`config.mk`:
```
export PLATFORM = sky130hd
export DESIGN_NAME = fx68k_ucode_loader_flat
export DESIGN_NICKNAME = d
export VERILOG_FILES = /design/src/rtl/fx68k_ucode_loader_if.sv /design/src/rtl/fx68k_ucode_loader.sv /design/src/flat_wrapper.sv
export SDC_FILE = /design/constraint.sdc
export NUM_CORES = 1
export LEC_CHECK = 0
export CAP_MARGIN = 20
export CORE_ASPECT_RATIO = 2
export CORE_MARGIN = 2
export CORE_UTILIZATION = 40
export CTS_CLUSTER_DIAMETER = 200
export DETAILED_ROUTE_END_ITERATION = 8
export PLACE_DENSITY = 0.68
export SLEW_MARGIN = 20
export SYNTH_ARGS = -nofsm -noshare
export SYNTH_HDL_FRONTEND = slang
export SYNTH_SLANG_ARGS = --single-unit
```
`constraint.sdc`:
```
create_clock -name clk -period 2.7 [get_ports clk]
set_input_delay 0.81 -clock clk [delete_from_list [all_inputs] [get_ports clk]]
set_output_delay 0.81 -clock clk [all_outputs]
set_load 0.1 [all_outputs]
```
`src/rtl/fx68k_ucode_loader_if.sv`:
```
// Byte-stream sink and control-store write port of the microcode loader.
// The loader uses the slave view; the host or bench uses the master view.
interface fx68k_ucode_loader_if #(
  parameter int ADDR_WIDTH = 10,
  parameter int DATA_WIDTH = 32
);
  logic [7:0]            s_data;
  logic                  s_valid;
  logic                  s_ready;
  logic [ADDR_WIDTH-1:0] wr_addr;
  logic [DATA_WIDTH-1:0] wr_data;
  logic                  wr_en;

  modport master (
    output s_data, s_valid,
    input  s_ready, wr_addr, wr_data, wr_en
  );

  modport slave (
    input  s_data, s_valid,
    output s_ready, wr_addr, wr_data, wr_en
  );
endinterface

```
`src/rtl/fx68k_ucode_loader.sv`:
```
// Runtime loader for the fx68k control store: packs a little-endian byte stream
// into DATA_WIDTH words, strobes them into the RAM and verifies a trailing checksum.
module fx68k_ucode_loader #(
  parameter int ADDR_WIDTH = 10,
  parameter int DATA_WIDTH = 32,
  parameter int WORDS      = 1 << ADDR_WIDTH
) (
  input  logic clk,
  input  logic rst_n,
  input  logic clk_ena_i,
  input  logic start_i,
  fx68k_ucode_loader_if.slave bus,
  output logic busy_o,
  output logic done_o,
  output logic error_o
);

  localparam int BYTES = (DATA_WIDTH + 7) / 8;
  localparam int BCW   = (BYTES > 1) ? $clog2(BYTES) : 1;
  localparam logic [ADDR_WIDTH-1:0] LAST_ADDR = ADDR_WIDTH'(WORDS - 1);
  localparam logic [ADDR_WIDTH-1:0] PREV_ADDR = ADDR_WIDTH'(WORDS - 2);
  localparam logic [DATA_WIDTH-1:0] BYTE_MASK = DATA_WIDTH'(8'hFF);

  typedef enum logic [1:0] {IDLE, LOAD, CHECK, DONE} state_e;

  state_e                state_q;
  logic [BCW-1:0]        byte_cnt_q;
  logic [7:0]            sum_q;
  logic [DATA_WIDTH-1:0] asm_q;
  logic [DATA_WIDTH-1:0] wr_data_q;
  logic [ADDR_WIDTH-1:0] wr_addr_q;
  logic                  wr_en_q;
  logic                  busy_q;
  logic                  done_q;
  logic                  error_q;

  logic [DATA_WIDTH-1:0] asm_d;
  logic [7:0]            sum_d;
  logic [BCW+2:0]        shift;
  logic                  accept;
  logic                  last_byte;
  logic                  last_word;

  // During a strobe the word being assembled is one past the address on the port.
  always_comb begin
    shift     = {byte_cnt_q, 3'b000};
    asm_d     = (asm_q & ~(BYTE_MASK << shift)) | (DATA_WIDTH'(bus.s_data) << shift);
    sum_d     = sum_q + bus.s_data;
    accept    = bus.s_valid & busy_q & clk_ena_i;
    last_byte = (byte_cnt_q == BCW'(BYTES - 1));
    last_word = wr_en_q ? (wr_addr_q == PREV_ADDR) : (wr_addr_q == LAST_ADDR);
  end

  always_ff @(posedge clk or negedge rst_n) begin
    if (!rst_n) begin
      state_q    <= IDLE;
      byte_cnt_q <= '0;
      sum_q      <= '0;
      asm_q      <= '0;
      wr_data_q  <= '0;
      wr_addr_q  <= '0;
      wr_en_q    <= 1'b0;
      busy_q     <= 1'b0;
      done_q     <= 1'b0;
      error_q    <= 1'b0;
    end else if (clk_ena_i) begin
      wr_en_q <= 1'b0;
      if (wr_en_q && (wr_addr_q != LAST_ADDR)) begin
        wr_addr_q <= wr_addr_q + 1'b1;
      end
      case (state_q)
        IDLE, DONE: begin
          if (start_i) begin
            state_q    <= LOAD;
            busy_q     <= 1'b1;
            wr_addr_q  <= '0;
            byte_cnt_q <= '0;
            sum_q      <= '0;
            done_q     <= 1'b0;
            error_q    <= 1'b0;
          end
        end
        LOAD: begin
          if (accept) begin
            sum_q <= sum_d;
            asm_q <= asm_d;
            if (last_byte) begin
              byte_cnt_q <= '0;
              wr_data_q  <= asm_d;
              wr_en_q    <= 1'b1;
              if (last_word) begin
                state_q <= CHECK;
              end
            end else begin
              byte_cnt_q <= byte_cnt_q + 1'b1;
            end
          end
        end
        CHECK: begin
          if (accept) begin
            sum_q   <= sum_d;
            done_q  <= 1'b1;
            error_q <= (sum_d != 8'd0);
            busy_q  <= 1'b0;
            state_q <= DONE;
          end
        end
        default: state_q <= IDLE;
      endcase
    end
  end

  assign bus.s_ready = busy_q & clk_ena_i;
  assign bus.wr_en   = wr_en_q & clk_ena_i;
  assign bus.wr_addr = wr_addr_q;
  assign bus.wr_data = wr_data_q;
  assign busy_o      = busy_q;
  assign done_o      = done_q;
  assign error_o     = error_q;

endmodule

```
`src/flat_wrapper.sv`:
```
// flat-port wrapper written by rule: the top's interface ports become plain ports
module fx68k_ucode_loader_flat 
#(
  parameter int ADDR_WIDTH = 10,
  parameter int DATA_WIDTH = 32,
  parameter int WORDS      = 1 << ADDR_WIDTH
)
  (clk, rst_n, clk_ena_i, start_i, busy_o, done_o, error_o, bus_s_data, bus_s_valid, bus_s_ready, bus_wr_addr, bus_wr_data, bus_wr_en);
  fx68k_ucode_loader_if #(.ADDR_WIDTH(ADDR_WIDTH), .DATA_WIDTH(DATA_WIDTH)) bus_i ();
  input  logic clk;
  input  logic rst_n;
  input  logic clk_ena_i;
  input  logic start_i;
  output logic busy_o;
  output logic done_o;
  output logic error_o;
  input wire logic [$bits(bus_i.s_data)-1:0] bus_s_data;
  input wire logic [$bits(bus_i.s_valid)-1:0] bus_s_valid;
  output wire logic [$bits(bus_i.s_ready)-1:0] bus_s_ready;
  output wire logic [$bits(bus_i.wr_addr)-1:0] bus_wr_addr;
  output wire logic [$bits(bus_i.wr_data)-1:0] bus_wr_data;
  output wire logic [$bits(bus_i.wr_en)-1:0] bus_wr_en;
  assign bus_i.s_data = bus_s_data;
  assign bus_i.s_valid = bus_s_valid;
  assign bus_s_ready = bus_i.s_ready;
  assign bus_wr_addr = bus_i.wr_addr;
  assign bus_wr_data = bus_i.wr_data;
  assign bus_wr_en = bus_i.wr_en;
  fx68k_ucode_loader #(.ADDR_WIDTH(ADDR_WIDTH), .DATA_WIDTH(DATA_WIDTH), .WORDS(WORDS)) u_core (.clk(clk), .rst_n(rst_n), .clk_ena_i(clk_ena_i), .start_i(start_i), .bus(bus_i), .busy_o(busy_o), .done_o(done_o), .error_o(error_o));
endmodule
```
==> results.md <==
* Cts bufs inserted at 9
* Initial antenna violation count at 0
* Area grow syn2layout at 24.3%
* Die Area at 11200 um^2
* Post-synthesis sequential area ratio at 49.8%
* EDFF count, synth at 0
* Setup crit start kind: primary input
* Met2 Use GR at 32.9%
* Overflow after GRT at 0
* Highest clock rate at 0.383 GHz
* Max FO, Critical Path at 3
* ANT nets after route at 0
* Critical Path AT at 1.80 ns
* IO buf count at 59
* CTS HTree Levels at 3
* NumNets Final at 504
* Setup repair bufs after CTS at 0
* Most frequent cells in the layout: 82 x dfrtp_1, 62 x buf_4, 50 x nand2_1, 35 x a22o_1, 33 x o21ai_1
* Period utilization at 96.7%
* Syn Area/Cell at 10.1 um^2
* Via Count at 3248
* DR pass1 iterations at 4
* First-pass GRT wire length at 16.4 mm
* Global Route met1 Usage at 22.7%
* Placer Congestion at 0.865
* # fillers at 953
* Measured slew at the worst slew-check pin at 0.689 ns
* Final setup fails at 0
* Cells after Synth at 408
* Placed cell areas at 4840 um^2
* Post-synth ARST share at 100%
* PostCTS Resize Cnt at 0
* Final Total Pwr at 5.04 mW
* RSZ-0062 raised after global routing: false
* Area occupied by multi-input gates at 1930 um^2
* GR Util met3 at 3.82%
* Final number of hold-violating endpoints at 0
* P_leak at 2.40 nW
* Hold WC Path Type: primary input to async pin
* # rows at 52
* GRT busiest layer: met2
* Netlist cell types at 55
* DIE HEIGHT at 148 um
* Switching share of power at 40.3%
* FF+latch count, synth at 82
* Global-route usage over all layers at 19.1%
* Clock buffer depth at 2
* Final Slew Violations at 0
* Starting Density at 40.8%
* # hold bufs at CTS at 0
* Worst vdd ir at 0.000648 V
* Ratio of cells with drive above 1 in the final layout at 20.8%
* Largest net degree at the start of global routing at 66
* Status: finished, final reports clean
* Combinational power share at 42.6%
* Post-route insts no fill at 615
* Skew-Pair Late Insertion Delay at 0.34 ns
* Cell-internal power at 3.01 mW
* Number of top-level pins at 60
* Clk_skew at 0.00546 ns
* ANT cells at 0
* Core Footprint at 10100 um^2
* Dpl hpwl at 7.18 mm
* Die X at 75.8 um
* Synth Net Count at 437
* P_sw at 2.03 mW
* Main synth FF type: dfrtp_1
* Post-DR wirelength/cell at 15.6 um
* Kind of critical path: primary input to output pin
* Vias in the first global route at 3343
* Worst-path clk slew at 0.06 ns
* Via density at 5.28
* Critical path required time at 1.89 ns
* Final instance area at 5120 um^2
* Relative slew slack at 54.0%
* Residual DRC at 0
* Most common cell after layout, fill and taps aside: dfrtp_1
* Sequential Area at 2050 um^2
* Number of max-cap violations at 0
* 1st-iter DRT viols at 180
* CTS tree: done
* P per Cell Area at 984 nW/um^2
* Clk Tree Root Cell: clkbuf_16
* Routed WL at 9.57 mm
* Yosys warnings at 0
* Setup crit end kind: output pin
* Sequential power share at 34.7%
* Mapped cell area at 4120 um^2
* Placed instance count at 599
* Clk pwr share at 22.7%
* Final Critical Period at 2.61 ns
* Clock sink count at 82
flip-flops by register name, indices dropped and copies added (netlist names), 2 cells and up:
signal and cells:
u_core.state_q 2, u_core.byte_cnt_q 2, u_core.sum_q 8, u_core.asm_q 24, u_core.bus.wr_data 32, u_core.bus.wr_addr 10
logic make-up (layout without fill, tap and decap cells):
| family | count (synthesis) | after routing | synth area share [%] |
|---|---|---|---|
| simple gates | 137 | 137 | 17.9 |
| compound gates | 128 | 128 | 20.6 |
| flops | 82 | 82 | 49.8 |
| buf+inv | 30 | 102 | 3.43 |
| fa+ha+maj | 16 | 16 | 5.04 |
| xor+xnor | 12 | 12 | 2.55 |
| mux | 3 | 3 | 0.729 |
final timing paths:
kind | start | to | slack [ns] | cells past startpoint
hold reg to reg | u_core.bus.wr_data[24] | u_core.bus.wr_data[24] | 0.48 | 2
min in group clk | u_core.bus.wr_data[24] | u_core.bus.wr_data[24] | 0.48 | 2
hold / removal | rst_n | u_core.bus.wr_addr[2] | 0.38 | 1
max in group asynchronous | rst_n | u_core.bus.wr_data[3] | 1.73 | 2
setup reg to reg | u_core.sum_q[0] | u_core.error_o | 0.66 | 7
setup / recovery | clk_ena_i | bus_wr_en | 0.09 | 3
power by group through the flow:
stage / Sequential [mW] / Clock (mW) / Combinational [mW]
floorplan: 2.12 / 0 / 1.25
global placement: 1.75 / 0 / 2.10
detailed placement: 1.76 / 0 / 2.16
CTS: 1.74 / 1.17 / 2.16
global route: 1.79 / 1.22 / 2.34
finish: 1.75 / 1.15 / 2.15
synthesized netlist by cell type, types with 2 or more instances:
cell type / count / share of area (%)
a211oi_1: 2 / 0.36
a21o_1: 3 / 0.55
a21oi_1: 31 / 3.8
a22o_1: 35 / 7.4
a31oi_1: 2 / 0.30
a41oi_1: 2 / 0.43
and3_1: 3 / 0.46
buf_1: 7 / 0.64
buf_2: 7 / 0.85
buf_6: 2 / 0.55
clkbuf_1: 3 / 0.27
dfrtp_1: 82 / 50
ha_1: 15 / 4.6
inv_1: 6 / 0.55
inv_2: 3 / 0.27
mux2i_1: 3 / 0.73
nand2_1: 50 / 4.6
nand2_2: 2 / 0.30
nand3_1: 12 / 1.5
nand4_1: 5 / 0.76
nor2_1: 19 / 1.7
nor2b_1: 26 / 3.9
nor3_4: 3 / 1.2
nor3b_1: 3 / 0.55
o21ai_0: 9 / 1.1
o21ai_1: 33 / 4.0
o31ai_1: 2 / 0.36
xnor2_1: 4 / 0.85
xor2_1: 8 / 1.7
critical path, cell delays in order:
cell and delay, ns:
clkdlybuf4s50_1 0.55, and2_1 0.24, buf_12 0.20
metrics by stage:
stage	hold WS [ns]	setup TNS [ns]	utilization (%)	setup WS, ns
2_1_floorplan	0.458	0	-	0.127
5_1_grt	0.403	0	50.8	0.0115
3_5_place_dp	0.473	-0.427	48.0	-0.232
3_3_place_gp	0.471	-0.327	48.0	-0.202
4_1_cts	0.385	0	50.8	0.0765
6_report	0.381	0	50.8	0.0885
routing by layer:
metal	vias up	wire length (um)	share of wire (%)
met2	62	5240	55
li1	1586	-	-
met3	18	302	3.2
met1	1582	3780	40
met4	0	243	2.5
met5	-	0	0
area by class of cell:
class | instances | area share [%]
Clock buffer | 14 | 5.35
Clock inverter | 2 | 0.196
Inverter | 9 | 0.660
Multi-Input combinational cell | 296 | 37.6
Sequential cell | 82 | 40.1
Tap cell | 135 | 3.30
Timing Repair Buffer | 77 | 12.8
(Power assumes the default switching activity.)
